File: config.mk
export PLATFORM = sky130hd
export DESIGN_NAME = pmem_arbiter
export DESIGN_NICKNAME = d
export VERILOG_FILES = /design/src/rtl/pmem_arbiter.sv
export SDC_FILE = /design/constraint.sdc
export NUM_CORES = 1
export LEC_CHECK = 0
export CAP_MARGIN = 0
export CELL_PAD_IN_SITES_DETAIL_PLACEMENT = 0
export CELL_PAD_IN_SITES_GLOBAL_PLACEMENT = 1
export CORE_AREA = 10 10 530 532
export CTS_CLUSTER_SIZE = 20
export DETAILED_ROUTE_END_ITERATION = 6
export DIE_AREA = 0 0 540 542
export GPL_TIMING_DRIVEN = 0
export PLACE_DENSITY = 0.43
export SLEW_MARGIN = 20
export SYNTH_ARGS = -nofsm -noshare
export SYNTH_HDL_FRONTEND = slang
export SYNTH_SLANG_ARGS = --single-unit
File: constraint.sdc
create_clock -name clk -period 4.6 [get_ports clk]
set_input_delay 0.92 -clock clk [delete_from_list [all_inputs] [get_ports clk]]
set_output_delay 0.92 -clock clk [all_outputs]
set_load 0.005 [all_outputs]
File: src/rtl/pmem_arbiter.sv
// pmem_arbiter: round-robin arbiter sharing one physical memory port between an I-cache and a D-cache.
module pmem_arbiter #(
  parameter int ADDR_W = 32,
  parameter int LINE_W = 256
) (
  input  logic              clk,
  input  logic              rst_n,
  input  logic              i_pmem_read,
  input  logic [ADDR_W-1:0] i_pmem_address,
  output logic [LINE_W-1:0] i_pmem_rdata,
  output logic              i_pmem_resp,
  input  logic              d_pmem_read,
  input  logic              d_pmem_write,
  input  logic [ADDR_W-1:0] d_pmem_address,
  input  logic [LINE_W-1:0] d_pmem_wdata,
  output logic [LINE_W-1:0] d_pmem_rdata,
  output logic              d_pmem_resp,
  output logic              pmem_read,
  output logic              pmem_write,
  output logic [ADDR_W-1:0] pmem_address,
  output logic [LINE_W-1:0] pmem_wdata,
  input  logic [LINE_W-1:0] pmem_rdata,
  input  logic              pmem_resp
);
  localparam logic [1:0] IDLE    = 2'd0;
  localparam logic [1:0] SERVE_I = 2'd1;
  localparam logic [1:0] SERVE_D = 2'd2;

  logic [1:0]        state_q, state_d;
  logic              last_grant_q, last_grant_d;
  logic [ADDR_W-1:0] addr_q, addr_d;
  logic              write_q, write_d;
  logic [LINE_W-1:0] wdata_q, wdata_d;
  logic              i_pend, d_pend, grant_i, grant_d;

  assign i_pend  = i_pmem_read;
  assign d_pend  = d_pmem_read | d_pmem_write;
  // last_grant_q is 1 when D was granted last, so a tie goes to I.
  assign grant_i = (state_q == IDLE) & i_pend & (~d_pend | last_grant_q);
  assign grant_d = (state_q == IDLE) & d_pend & (~i_pend | ~last_grant_q);

  // Arbitrate in IDLE, latch the winner's command, leave SERVE on memory completion.
  always_comb begin
    state_d      = state_q;
    last_grant_d = last_grant_q;
    addr_d       = addr_q;
    write_d      = write_q;
    wdata_d      = wdata_q;
    if (grant_i) begin
      state_d      = SERVE_I;
      last_grant_d = 1'b0;
      addr_d       = i_pmem_address;
      write_d      = 1'b0;
    end else if (grant_d) begin
      state_d      = SERVE_D;
      last_grant_d = 1'b1;
      addr_d       = d_pmem_address;
      write_d      = d_pmem_write;
      wdata_d      = d_pmem_wdata;
    end else if (state_q != IDLE && pmem_resp) begin
      state_d = IDLE;
    end
  end

  // State and latched command registers; reset drops any outstanding transaction.
  always_ff @(posedge clk or negedge rst_n) begin
    if (!rst_n) begin
      state_q      <= IDLE;
      last_grant_q <= 1'b1;
      addr_q       <= '0;
      write_q      <= 1'b0;
      wdata_q      <= '0;
    end else begin
      state_q      <= state_d;
      last_grant_q <= last_grant_d;
      addr_q       <= addr_d;
      write_q      <= write_d;
      wdata_q      <= wdata_d;
    end
  end

  // Memory commands come only from latched registers; completions route to the owner.
  always_comb begin
    pmem_read    = (state_q == SERVE_I) | ((state_q == SERVE_D) & ~write_q);
    pmem_write   = (state_q == SERVE_D) & write_q;
    pmem_address = (state_q == IDLE) ? '0 : addr_q;
    pmem_wdata   = (state_q == SERVE_D) ? wdata_q : '0;
    i_pmem_resp  = (state_q == SERVE_I) & pmem_resp;
    d_pmem_resp  = (state_q == SERVE_D) & pmem_resp;
    i_pmem_rdata = pmem_rdata;
    d_pmem_rdata = pmem_rdata;
  end
endmodule
* Word level (Yosys, flattened, before mapping)
Cells that the tools add are included.
** Storage, ports and cells
- Logic and storage cells :: 41
- Input port bits :: 582
- Register bits :: 292
** Cells by class
- Reductions and logical operators :: 6
- Equality and inequality tests :: 2
- Bitwise operators :: 17
- Multiplexer cells :: 11
** Operators with widths (number)
- 256-bit two-way mux :: 1
- 32-bit two-way mux :: 3
- 1-bit bitwise AND :: 8
- 2-bit two-way mux :: 3
- 1-bit NOT :: 5
- 1-bit two-way mux :: 4
- 1-bit bitwise OR :: 4
- 2-bit nonzero test :: 2
- 3-bit nonzero test :: 1
- 2-bit by 1-bit == test with 1-bit output (second input constant) :: 1
- 2-bit == test (second input constant) :: 1
- 2-bit zero test :: 1
- 2-bit AND reduction :: 1
- 1-bit logical AND :: 1

* Longest topological paths before layout
- Depth after elaboration :: 6
- Gate-level depth with buffers :: 6
- Gate-level depth less buffers :: 3

* Worst setup path after synthesis
Ideal clock, no wire load.
- Kind :: register -> output
- From :: register state_q[1]
- To :: output port pmem_wdata[100]
- Data arrival time :: 1.332 ns
- Path slack :: 2.348 ns
- Cell stages (with the launch flop) :: 6
- Buffers on the path :: 3
- Path through :: dfrtp_1 -> nor2b_1 -> clkbuf_1 -> clkbuf_1 -> clkbuf_1 -> and2_1
** On the way
- Cells in the longest elaborated chain, start to end :: 2
** RTL lines
- from (decl) :: line 29 : logic [1:0] state_q, state_d;
- from (signal assigned) :: line 74 : state_q <= state_d;
- 2-bit == test :: line 87 : pmem_wdata = (state_q == SERVE_D) ? wdata_q : '0;
- 256-bit two-way mux :: line 87
- to (decl) :: line 21 : output logic [LINE_W-1:0] pmem_wdata,
Every way passes these cells.

* Worst setup path in the final report
- From :: register state_q[0]
- To :: output port pmem_wdata[175]
Same word-level chain as after synthesis.

==> impl_metrics.py <==
metrics = {
    "die": {
        "die_x_um": 540,
        "io_pins": 1386,
        "dieArea_um2": 292700,
        "core_area_um2": 270000,
        "fp-row-count": 191,
        "die_h_um": 542,
        "initial_core_util_pct": 6.399,
    },
    "sta": {
        "fmax_mhz": 233.0,
        "relSlewSlack_pct": 39.63,
        "fin_crit_sh_pct": 93.28,
        "period_needed_ns": 4.291,
        "worst_pin_slew_ns": 0.9056,
        "final.setup_skew_ns": 0.03214,
        "slew_viol_final": 0,
        "final-setup-viol-count": 0,
        "hold_viol_final": 0,
        "worst_hold_slack_ns": 0.2768,
        "rsz0062_at_grt": "false",
        "layout_setup_ws_ns": 0.3090,
    },
    "layout": {
        "drive_gt1_share_pct": 23.55,
        "final_util_pct": 12.89,
        "nFillCells": 30720,
        "nNetsFinal": 3351,
        "syn2layout_area_growth_pct": 101.4,
        "fin_cells": 6396,
    },
    "cts": {
        "clkTransAtPathRegs_ns": 0.05,
        "post_cts_buffers": 0,
        "cts_tree": "built",
        "root_buffer": "clkbuf_16",
        "cts.path.max_buffers": 3,
        "cts-buffers-inserted": 46,
        "cts.sinks": 292,
        "clkLatencyLatePin_ns": 0.66,
        "cts_max_level": 2,
    },
    "placement": {
        "hpwl_um": 145200,
        "placed_cells": 6292,
        "post-place-ws_ns": -0.08793,
        "gp_congestion": 0.8031,
        "io_buffers": 1129,
    },
    "synthesis": {
        "synth_top_family_by_area": "buffers and inverters",
        "synthArstFlopShare_pct": 100.0,
        "ys_seq_area_share_pct": 42.29,
        "ys_ff_latch": 292,
        "synth_compound_area_share_pct": 2.447,
        "muxShareOfSynthArea_pct": 16.68,
        "yosys_warnings": 0,
        "synth_enable_flop_cells": 0,
        "yosys.area.top_type": "dfrtp_1",
        "syn_area_per_cell_um2": 10.89,
        "synth.distinct_cells": 30,
        "ys.flop_type": "dfrtp_1",
        "synthSimpleGateAreaFrac_pct": 12.81,
        "synthTopCellsByArea": "dfrtp_1 (42%), buf_4 (22%), mux2_1 (16%)",
        "yosysMostFrequentCell": "buf_4",
        "synth-adder-area-share_pct": 0,
        "synth_top_cells_by_count": "buf_4 (513), dfrtp_1 (291), and2_1 (290)",
        "synth_cells": 1587,
        "synth_top_area_share_pct": 42.14,
        "syn_area_um2": 17280,
        "syn_nets": 2169,
        "synth_xor_area_share_pct": 0,
    },
    "setup_path": {
        "crit_arrival_ns": 3.37,
        "cpPeakStageDelay_ns": 0.56,
        "cp_max_fo": 10,
        "crit_start": "state_q[0]$_DFFE_PN0P_",
        "crit_type": "flip-flop to output pin",
        "r2r_start": "state_q[0]$_DFFE_PN0P_",
        "cp-end-kind": "output pin",
        "cp_slowest_cell": "clkdlybuf4s50_1",
        "required_ns": 3.68,
        "cp-start-kind": "flip-flop",
        "crit_chain": "nor2b_1 -> clkbuf_2 -> clkbuf_4 -> clkbuf_1 -> and2_1 -> clkdlybuf4s50_1",
    },
    "outcome": {
        "outcome": "completed",
    },
    "drt": {
        "drc_errors": 0,
        "initialDrtViolationCount": 586,
        "wl_per_cell_um": 25.16,
        "post_drt_via_cell_ratio": 2.493,
        "antenna_left": 0,
        "firstDrtPassIters": 4,
        "num_vias": 15950,
        "wirelength_um": 160900,
    },
    "global_routing": {
        "grt_pass1_wl_um": 199700,
        "grt_remaining_overflow": 0,
        "grt_antenna_before_repair": 73,
        "grt_max_degree": 78,
        "grt_pass1_vias": 17300,
        "grt_use_total_pct": 10.41,
    },
    "min_path": {
        "hp-class": "input port to async pin",
    },
    "power_and_ir_drop": {
        "p_per_area_nw_per_um2": 518.8,
        "p_leak_uw": 0.01371,
        "vdd_drop_max_v": 0.0002422,
    },
    "run": {
        "max_cap_viol_count": 0,
    },
}
-- worst max-delay path: cells and delay by family (launching register included) --
kind | cells | cell delay [ns]
flops | 1 | 0.44
buf+inv | 4 | 1.78
simple gates | 2 | 0.47
-- layout by cell type (no fill, tap or decap), drive strengths merged, types with 3 or more instances in the layout --
master / n
and2: 290
dfrtp: 291
mux2: 256
o21ai: 35
clkdlybuf4s50: 1098
dlymetal6s2s: 21
dlygate4sd2: 9
clkbuf: 116
diode: 23
a31oi: 32
nand3: 32
inv: 5
nand2: 5
buf: 553
clkinvlp: 3
clkinv: 8
nor3: 32
-- layer usage --
layer	part of all wire (%)	track usage [%]
met1	38	11.55
met2	44	16.60
met3	16	7.375
met4	1.4	1.487
met5	0.11	0
-- path summary, 6_finish.rpt --
| check | to | slack [ns] | depth (start not counted) |
|---|---|---|---|
| setup / recovery | pmem_wdata[175] | 0.31 | 6 |
| hold reg to reg | wdata_q[34]$_DFFE_PN0P_ | 0.47 | 1 |
| max in group asynchronous | wdata_q[17]$_DFFE_PN0P_ | 2.95 | 3 |
| hold / removal | wdata_q[195]$_DFFE_PN0P_ | 0.28 | 1 |
| min in group clk | wdata_q[34]$_DFFE_PN0P_ | 0.47 | 1 |
| setup reg to reg | wdata_q[249]$_DFFE_PN0P_ | 2.01 | 6 |
-- logic make-up (layout without fill, tap and decap cells) --
kind of cell,after synthesis,after routing
buffers and inverters,599,1815
AND/OR/NAND/NOR,368,368
flip-flops,292,292
multiplexers,256,256
AO/OA/AOI/OAI,72,72
other,0,23
-- cell type report --
| type | count | area, µm² | area share, % |
|---|---|---|---|
| antenna | 23 | 57.56 | 0.1654 |
| buffer | 596 | 4463 | 12.82 |
| clock buffer | 66 | 1328 | 3.814 |
| clock inverter | 16 | 152.6 | 0.4385 |
| inverter | 2 | 7.507 | 0.02157 |
| multi-input combinational | 696 | 5548 | 15.94 |
| sequential | 292 | 7308 | 21.00 |
| tap | 3570 | 4467 | 12.83 |
| timing repair buffer | 1135 | 11480 | 32.97 |
-- sequential cells by signal (all words and copies together) (netlist names) --
| name | flops |
|---|---|
| last_grant_q | 1 |
| wdata_q | 256 |
| addr_q | 32 |
| state_q | 2 |
| write_q | 1 |
-- report_power, final --
part / switching, µW / internal (µW)
logic: 5060 / 4790
clock network: 1490 / 2110
registers: 688 / 3920
-- stage by stage --
stage	TNS, ns	cell area, µm²	total power, µW
after global placement	-4051.84	33050	15100
after detailed placement	-0.1206	33210	15160
after floorplan	0	17280	8169
after CTS	0	34690	19000
final	0	34810	18060
after global routing	0	34750	19710
-- what timing repair did --
action,CTS,global route
resized for setup,18,29
setup endpoints to repair,128,31
hold buffers,0,0
gates cloned,0,0
(Power assumes the default switching activity.)
